<file path="config.mk">
export PLATFORM = sky130hd
export DESIGN_NAME = spectrum_peak_detector
export DESIGN_NICKNAME = d
export VERILOG_FILES = /design/src/rtl/spectrum_peak_detector.sv
export SDC_FILE = /design/constraint.sdc
export NUM_CORES = 1
export LEC_CHECK = 0
export ABC_AREA = 1
export ABC_CLOCK_PERIOD_IN_PS = 5400
export BUFFER_PORTS_ARGS = -buffer_cell sky130_fd_sc_hd__buf_2
export CORE_ASPECT_RATIO = 0.6
export CORE_MARGIN = 2
export CORE_UTILIZATION = 25
export CTS_CLUSTER_DIAMETER = 40
export CTS_CLUSTER_SIZE = 10
export DETAILED_ROUTE_END_ITERATION = 10
export GPL_TIMING_DRIVEN = 1
export PLACE_DENSITY_LB_ADDON = 0.12
export SETUP_SLACK_MARGIN = 0.15
export SLEW_MARGIN = 20
export SYNTH_ARGS = -nofsm -noshare
export SYNTH_HDL_FRONTEND = slang
export SYNTH_SLANG_ARGS = --single-unit
</file>
<file path="constraint.sdc">
create_clock -name clk_i -period 5.4 [get_ports clk_i]
set_clock_uncertainty 0.05 [all_clocks]
set_input_delay 1.08 -clock clk_i [delete_from_list [all_inputs] [get_ports clk_i]]
set_output_delay 1.08 -clock clk_i [all_outputs]
set_load 0.02 [all_outputs]
</file>
<file path="src/rtl/spectrum_peak_detector.sv">
// Streaming per-frame spectrum statistics: peak power, its bin index, saturating
// energy sum and bin count, delivered through a one-deep result slot.
module spectrum_peak_detector #(
   parameter int I_BW  = 32,
   parameter int BIN_W = 10,
   parameter int SUM_W = 42
) (
   input  logic               clk_i,
   input  logic               rst_i,
   input  logic               en_i,
   input  logic [I_BW-1:0]    data_i,
   input  logic               valid_i,
   input  logic               last_i,
   output logic [I_BW-1:0]    peak_o,
   output logic [BIN_W-1:0]   peak_bin_o,
   output logic [SUM_W-1:0]   energy_o,
   output logic [BIN_W:0]     bins_o,
   output logic               trunc_o,
   output logic               valid_o,
   input  logic               ready_i,
   output logic               overrun_o
);

   localparam int SW1 = SUM_W + 1;
   localparam int BW1 = BIN_W + 1;

   typedef enum logic {
      SLOT_EMPTY = 1'b0,
      SLOT_FULL  = 1'b1
   } slot_e;

   slot_e              slot_q, slot_d;
   logic [BIN_W-1:0]   cnt_q;
   logic [I_BW-1:0]    peak_q;
   logic [BIN_W-1:0]   idx_q;
   logic [SUM_W-1:0]   energy_q;

   logic               first_beat, at_limit, frame_end, take;
   logic [I_BW-1:0]    beat_peak;
   logic [BIN_W-1:0]   beat_idx;
   logic [SW1-1:0]     sum_ext;
   logic [SUM_W-1:0]   beat_energy;
   logic [BIN_W:0]     beat_bins;
   logic               load, drop;

   // Accumulators sit at zero between frames, so a zero count marks the first beat.
   assign first_beat  = (cnt_q == '0);
   assign at_limit    = (cnt_q == {BIN_W{1'b1}});
   assign frame_end   = valid_i & (last_i | at_limit);
   assign take        = first_beat | (data_i > peak_q);
   assign beat_peak   = take ? data_i : peak_q;
   assign beat_idx    = take ? cnt_q : idx_q;
   assign sum_ext     = {1'b0, energy_q} + SW1'(data_i);
   assign beat_energy = sum_ext[SUM_W] ? {SUM_W{1'b1}} : sum_ext[SUM_W-1:0];
   assign beat_bins   = {1'b0, cnt_q} + BW1'(1);

   always_comb begin
      slot_d = slot_q;
      load   = 1'b0;
      drop   = 1'b0;
      case (slot_q)
         SLOT_EMPTY: begin
            if (frame_end) begin
               slot_d = SLOT_FULL;
               load   = 1'b1;
            end
         end
         SLOT_FULL: begin
            if (frame_end) begin
               load = ready_i;
               drop = ~ready_i;
            end else if (ready_i) begin
               slot_d = SLOT_EMPTY;
            end
         end
         default: slot_d = SLOT_EMPTY;
      endcase
   end

   // NOTE: rst_i and a low en_i share one synchronous clear path; every register,
   // including the result slot, returns to zero so outputs read 0 while EMPTY.
   always_ff @(posedge clk_i) begin
      if (rst_i || !en_i) begin
         cnt_q    <= '0;
         peak_q   <= '0;
         idx_q    <= '0;
         energy_q <= '0;
      end else if (valid_i) begin
         if (frame_end) begin
            cnt_q    <= '0;
            peak_q   <= '0;
            idx_q    <= '0;
            energy_q <= '0;
         end else begin
            cnt_q    <= cnt_q + BIN_W'(1);
            peak_q   <= beat_peak;
            idx_q    <= beat_idx;
            energy_q <= beat_energy;
         end
      end
   end

   always_ff @(posedge clk_i) begin
      if (rst_i || !en_i) begin
         slot_q     <= SLOT_EMPTY;
         peak_o     <= '0;
         peak_bin_o <= '0;
         energy_o   <= '0;
         bins_o     <= '0;
         trunc_o    <= 1'b0;
         overrun_o  <= 1'b0;
      end else begin
         slot_q    <= slot_d;
         overrun_o <= drop;
         if (load) begin
            peak_o     <= beat_peak;
            peak_bin_o <= beat_idx;
            energy_o   <= beat_energy;
            bins_o     <= beat_bins;
            trunc_o    <= at_limit & ~last_i;
         end else if (slot_d == SLOT_EMPTY) begin
            peak_o     <= '0;
            peak_bin_o <= '0;
            energy_o   <= '0;
            bins_o     <= '0;
            trunc_o    <= 1'b0;
         end
      end
   end

   assign valid_o = (slot_q == SLOT_FULL);

endmodule

</file>
Word level (Yosys, flattened, before mapping). Cells that the tools add are included.

Add/subtract/negate cells: 3. Muxes and demuxes: 23. Bitwise gates (word level): 8. Equality and inequality tests: 2. Reduce and logical (&&, ||, !) cells: 4. $lt $le $gt $ge: 1.

Operator list (number): $mux 42 (4); $mux 32 (4); $mux 10 (5); $add 42x32->43 (1); $gt 32x32->1 (1); $mux 11 (2); $add 10x1->11 const B (1); $add 10x1->10 const B (1); $eq 10x10->1 const B (1); $logic_not 10->1 (1); $mux 1 (6); $not 1->1 (4); $pmux 1 s2 (2); $reduce_or 3->1 (1); $and 1x1->1 (2); $ne 2x1->1 const B (1); $or 1x1->1 (2); $logic_not 1->1 (1); $logic_or 1x1->1 (1).

Input bits: 38. Register bits after elaboration: 192. Word-level logic and storage cells: 52.

Depth between registers and ports, before layout.
Word-level depth: 7. Depth in mapped cells: 20. Mapped depth without buffers: 18.

Worst setup path after synthesis. Ideal clock, no wire load.

Path kind: input-to-reg. From: input port data_i[0]. To: register energy_o[4]. Path slack: 2487 ps. Setup time: 117 ps. Stages: 9. Data arrival time: 2747 ps. Cell sequence: ha_1 > fa_1 > nand3_1 > nand3_1 > nand2_1 > nand3_2 > buf_4 > or2_2 > a22o_1.

Longest elaborated chain between the ends: 3.

Ends and longest elaborated chain: start: declaration (RTL line 11) `input logic [I_BW-1:0] data_i,`; $add 42x32->43 (RTL line 53) `assign sum_ext = {1'b0, energy_q} + SW1'(data_i);`; $mux 42 (RTL line 54) `assign beat_energy = sum_ext[SUM_W] ? {SUM_W{1'b1}} : sum_ext[SUM_W-1:0];`; $mux 42 (RTL line 115) `if (load) begin`; end signal: assignment (RTL line 118) `energy_o <= beat_energy;`; end: declaration (RTL line 16) `output logic [SUM_W-1:0] energy_o,`.

Every way passes these cells. A chain may end at the register's enable or synchronous reset.

Worst setup path after layout.
From: input port data_i[9]. To: register energy_o[14].

Same word-level chain as after synthesis.

==> metrics.md <==
| Metric | Value |
|---|---|
| Outcome | completed |
| Initial antenna violation count | 1 |
| I/O Buffers | 135 |
| Syn. warnings | 0 |
| Post-layout util | 29.2% |
| Unique masters post-synth | 43 |
| Total gr overflow | 0 |
| Maximum VDD drop | 0.157 mV |
| Clock Pin Slew Worst Setup and Hold Paths | about 0.080 ns |
| Vias in the first global route | roughly 10000 |
| Boundary Pins | around 140 |
| Largest net degree at the start of global routing | 77 |
| LEAKAGE | 6.27 nW |
| CTS root buf | clkbuf_16 |
| Drt initial violations | between 700 and 800 |
| Crit path max fanout | 30 |
| Starting Density | between 20 and 30% |
| First-pass GRT wire length | 62.9 mm |
| Core area | 44600 µm² |
| Mean Syn Cell Area | 6.58 µm² |
| Crit path arrival time | 3.98 ns |
| Slew @ Worst Pin | around 0.98 ns |
| Synthesized net count | roughly 1800 |
| Final Hold Vio Count | 0 |
| Total CTS buffers | 17 |
| Startpoint types | input pin |
| Setup crit end kind | flip-flop |
| Clock sink count | between 150 and 200 |
| Synth Instances | 1707 |
| Die Y | 168 µm |
| Layout cells sized above 1 | 12.3% |
| Relative slew slack | around a third |
| Worst skew pair latency | roughly 0.47 ns |
| Post-detailed-route via-to-cell ratio | 4.59 |
| Fin cells | 2410 |
| Hold WS | 0.400 ns |
| GPL Wtd Cong | roughly 0.85 |
| Die Width | 278 µm |
| H-tree levels | 4 |
| CTS Hold Bufs | 0 |
| Top cells by area, synth | dfxtp_1 34%, nand2_1 20%, nand3_1 7.8% |
| Wire length per cell | between 15 and 20 µm |
| CP Class | in -> reg |
| Placed wire-length estimate | 31.3 mm |
| Unrepaired setup endpoints after global routing | false |
| Remaining DRCs | 0 |
| ANT nets after route | 0 |
| Final min period | between 3 and 4 ns |
| CTS tree | built |
| Number of detailed-route iterations in the first pass | 5 |
| Setup Buffers After CTS | 0 |
| Diodes inserted | 0 |
| #FFs+latches synth | 192 |
| Placement Rows | 60 |
| # fillers | 4984 |
| DR vias | ~11000 |
| Cell area power density | 242 nW/µm² |
| Most common cell after layout, fill and taps aside | nand2_1 |
| Fin. max-slew vios | 0 |
| Cell taking the most area after synthesis | dfxtp_1 |
| Overall routing resource usage | 17.6% |
| Routed wire length | 41.0 mm |
| Tcrit/Tclk final | between 60% and 70% |
| Synth top area share | 34.2% |
| WP data required | 5.69 ns |
| Most frequent cells in the layout | 601 x nand2_1, 205 x inv_1, 192 x dfxtp_1 |
| Final nets | 1913 |
| Setup-failing EPs final | 0 |
| Final Power | 0.00315 W |
| Register area share after synthesis | 34.2% |
| Placed Cells | 2378 |
| HP Class | reg -> reg |
| Die area | 46700 µm² |
| P&R area growth vs syn | 16.0% |
| Resized Gates After CTS | 0 |
| Maxcap violations | 0 |
| Max frequency | between 0.2 and 0.3 GHz |
| Clk buf depth | 2 |
| Setup TNS | 0 ns |
| Post-synthesis cell area | 11200 µm² |
-- stage by stage --
stage,setup slack [ns],area (µm²)
floorplan,2.49,11200
global placement,1.16,12400
detailed placement,1.21,12400
CTS,1.71,13000
global route,1.41,13000
finish,1.71,13000
-- critical path, stage by stage --
cell and delay [ns]:
buf_2 0.14, ha_1 0.36, nand2_1 0.16, inv_1 0.05
a21oi_1 0.23, nand3_1 0.30, nand2_1 0.18, nand3_2 0.35
inv_2 0.63, nand2_1 0.22, a22o_1 0.23
-- flip-flops by register name, summed over array words and instances, names as in the netlist --
signal / count
overrun_o: 1
peak_bin_o: 10
idx_q: 10
energy_o: 42
trunc_o: 1
valid_o: 1
peak_o: 32
bins_o: 11
cnt_q: 10
energy_q: 42
peak_q: 32
-- final timing paths --
kind / start / slack [ns] / to / cells past startpoint
setup / recovery: data_i[9] / 1.71 / energy_o[14] / 11
hold / removal: peak_o[4] / 0.40 / peak_o[4] / 2
setup reg to reg: peak_q[7] / 2.19 / peak_q[13] / 13
hold reg to reg: peak_o[4] / 0.40 / peak_o[4] / 2
-- synthesized netlist by cell type, drive strengths merged --
| library cell | instances |
|---|---|
| o21a | 2 |
| nor3 | 9 |
| a21oi | 136 |
| a21o | 1 |
| inv | 210 |
| a32o | 1 |
| fa | 1 |
| nand3 | 189 |
| dfxtp | 192 |
| a2bb2oi | 2 |
| o21bai | 3 |
| a21boi | 2 |
| nand3b | 1 |
| xnor2 | 15 |
| nor2 | 99 |
| o21ai | 32 |
| a22o | 27 |
| nand4 | 10 |
| or2 | 11 |
| ha | 66 |
| nor4 | 6 |
| and2 | 1 |
| clkbuf | 36 |
| xor2 | 15 |
| nand2 | 607 |
| buf | 28 |
| clkinv | 3 |
| a22oi | 2 |
-- kinds of logic (layout without fill, tap and decap cells) --
logic type	after synthesis	in the layout	synth area share, %
AOI/OAI and AO/OA	208	208	10.5
xor gates and xnor gates	30	30	2.34
adders and majority gates	67	67	7.53
buffers and inverters	277	391	10.1
DFF	192	192	34.2
and+or+nand+nor	933	933	35.3
-- layer usage --
metal	GRT usage, %	share of wire [%]	up-vias
met1	27.4	56	5173
met5	0	0.022	-
met3	2.79	4.2	21
met2	25.1	39	214
li1	-	-	5646
met4	3.29	0.67	2
-- where the power goes --
part / switching [W] / internal (W) / leakage, nW
clock network: 0.000671 / 0.000643 / 0.287
logic: 0.000271 / 0.000115 / 4.43
registers: 0.0000126 / 0.00144 / 1.55
total: 0.000954 / 0.00219 / 6.27
-- area by class of cell --
cell class	instances	area (µm²)	share of cell area (%)
inverter	213	801	6.15
tap	589	737	5.66
clock buffer	19	453	3.48
timing repair buffer	146	783	6.01
multi-input combinational	1238	6270	48.1
sequential	192	3840	29.5
clock inverter	13	140	1.08
Note: power is estimated with default switching activity, not from simulation.
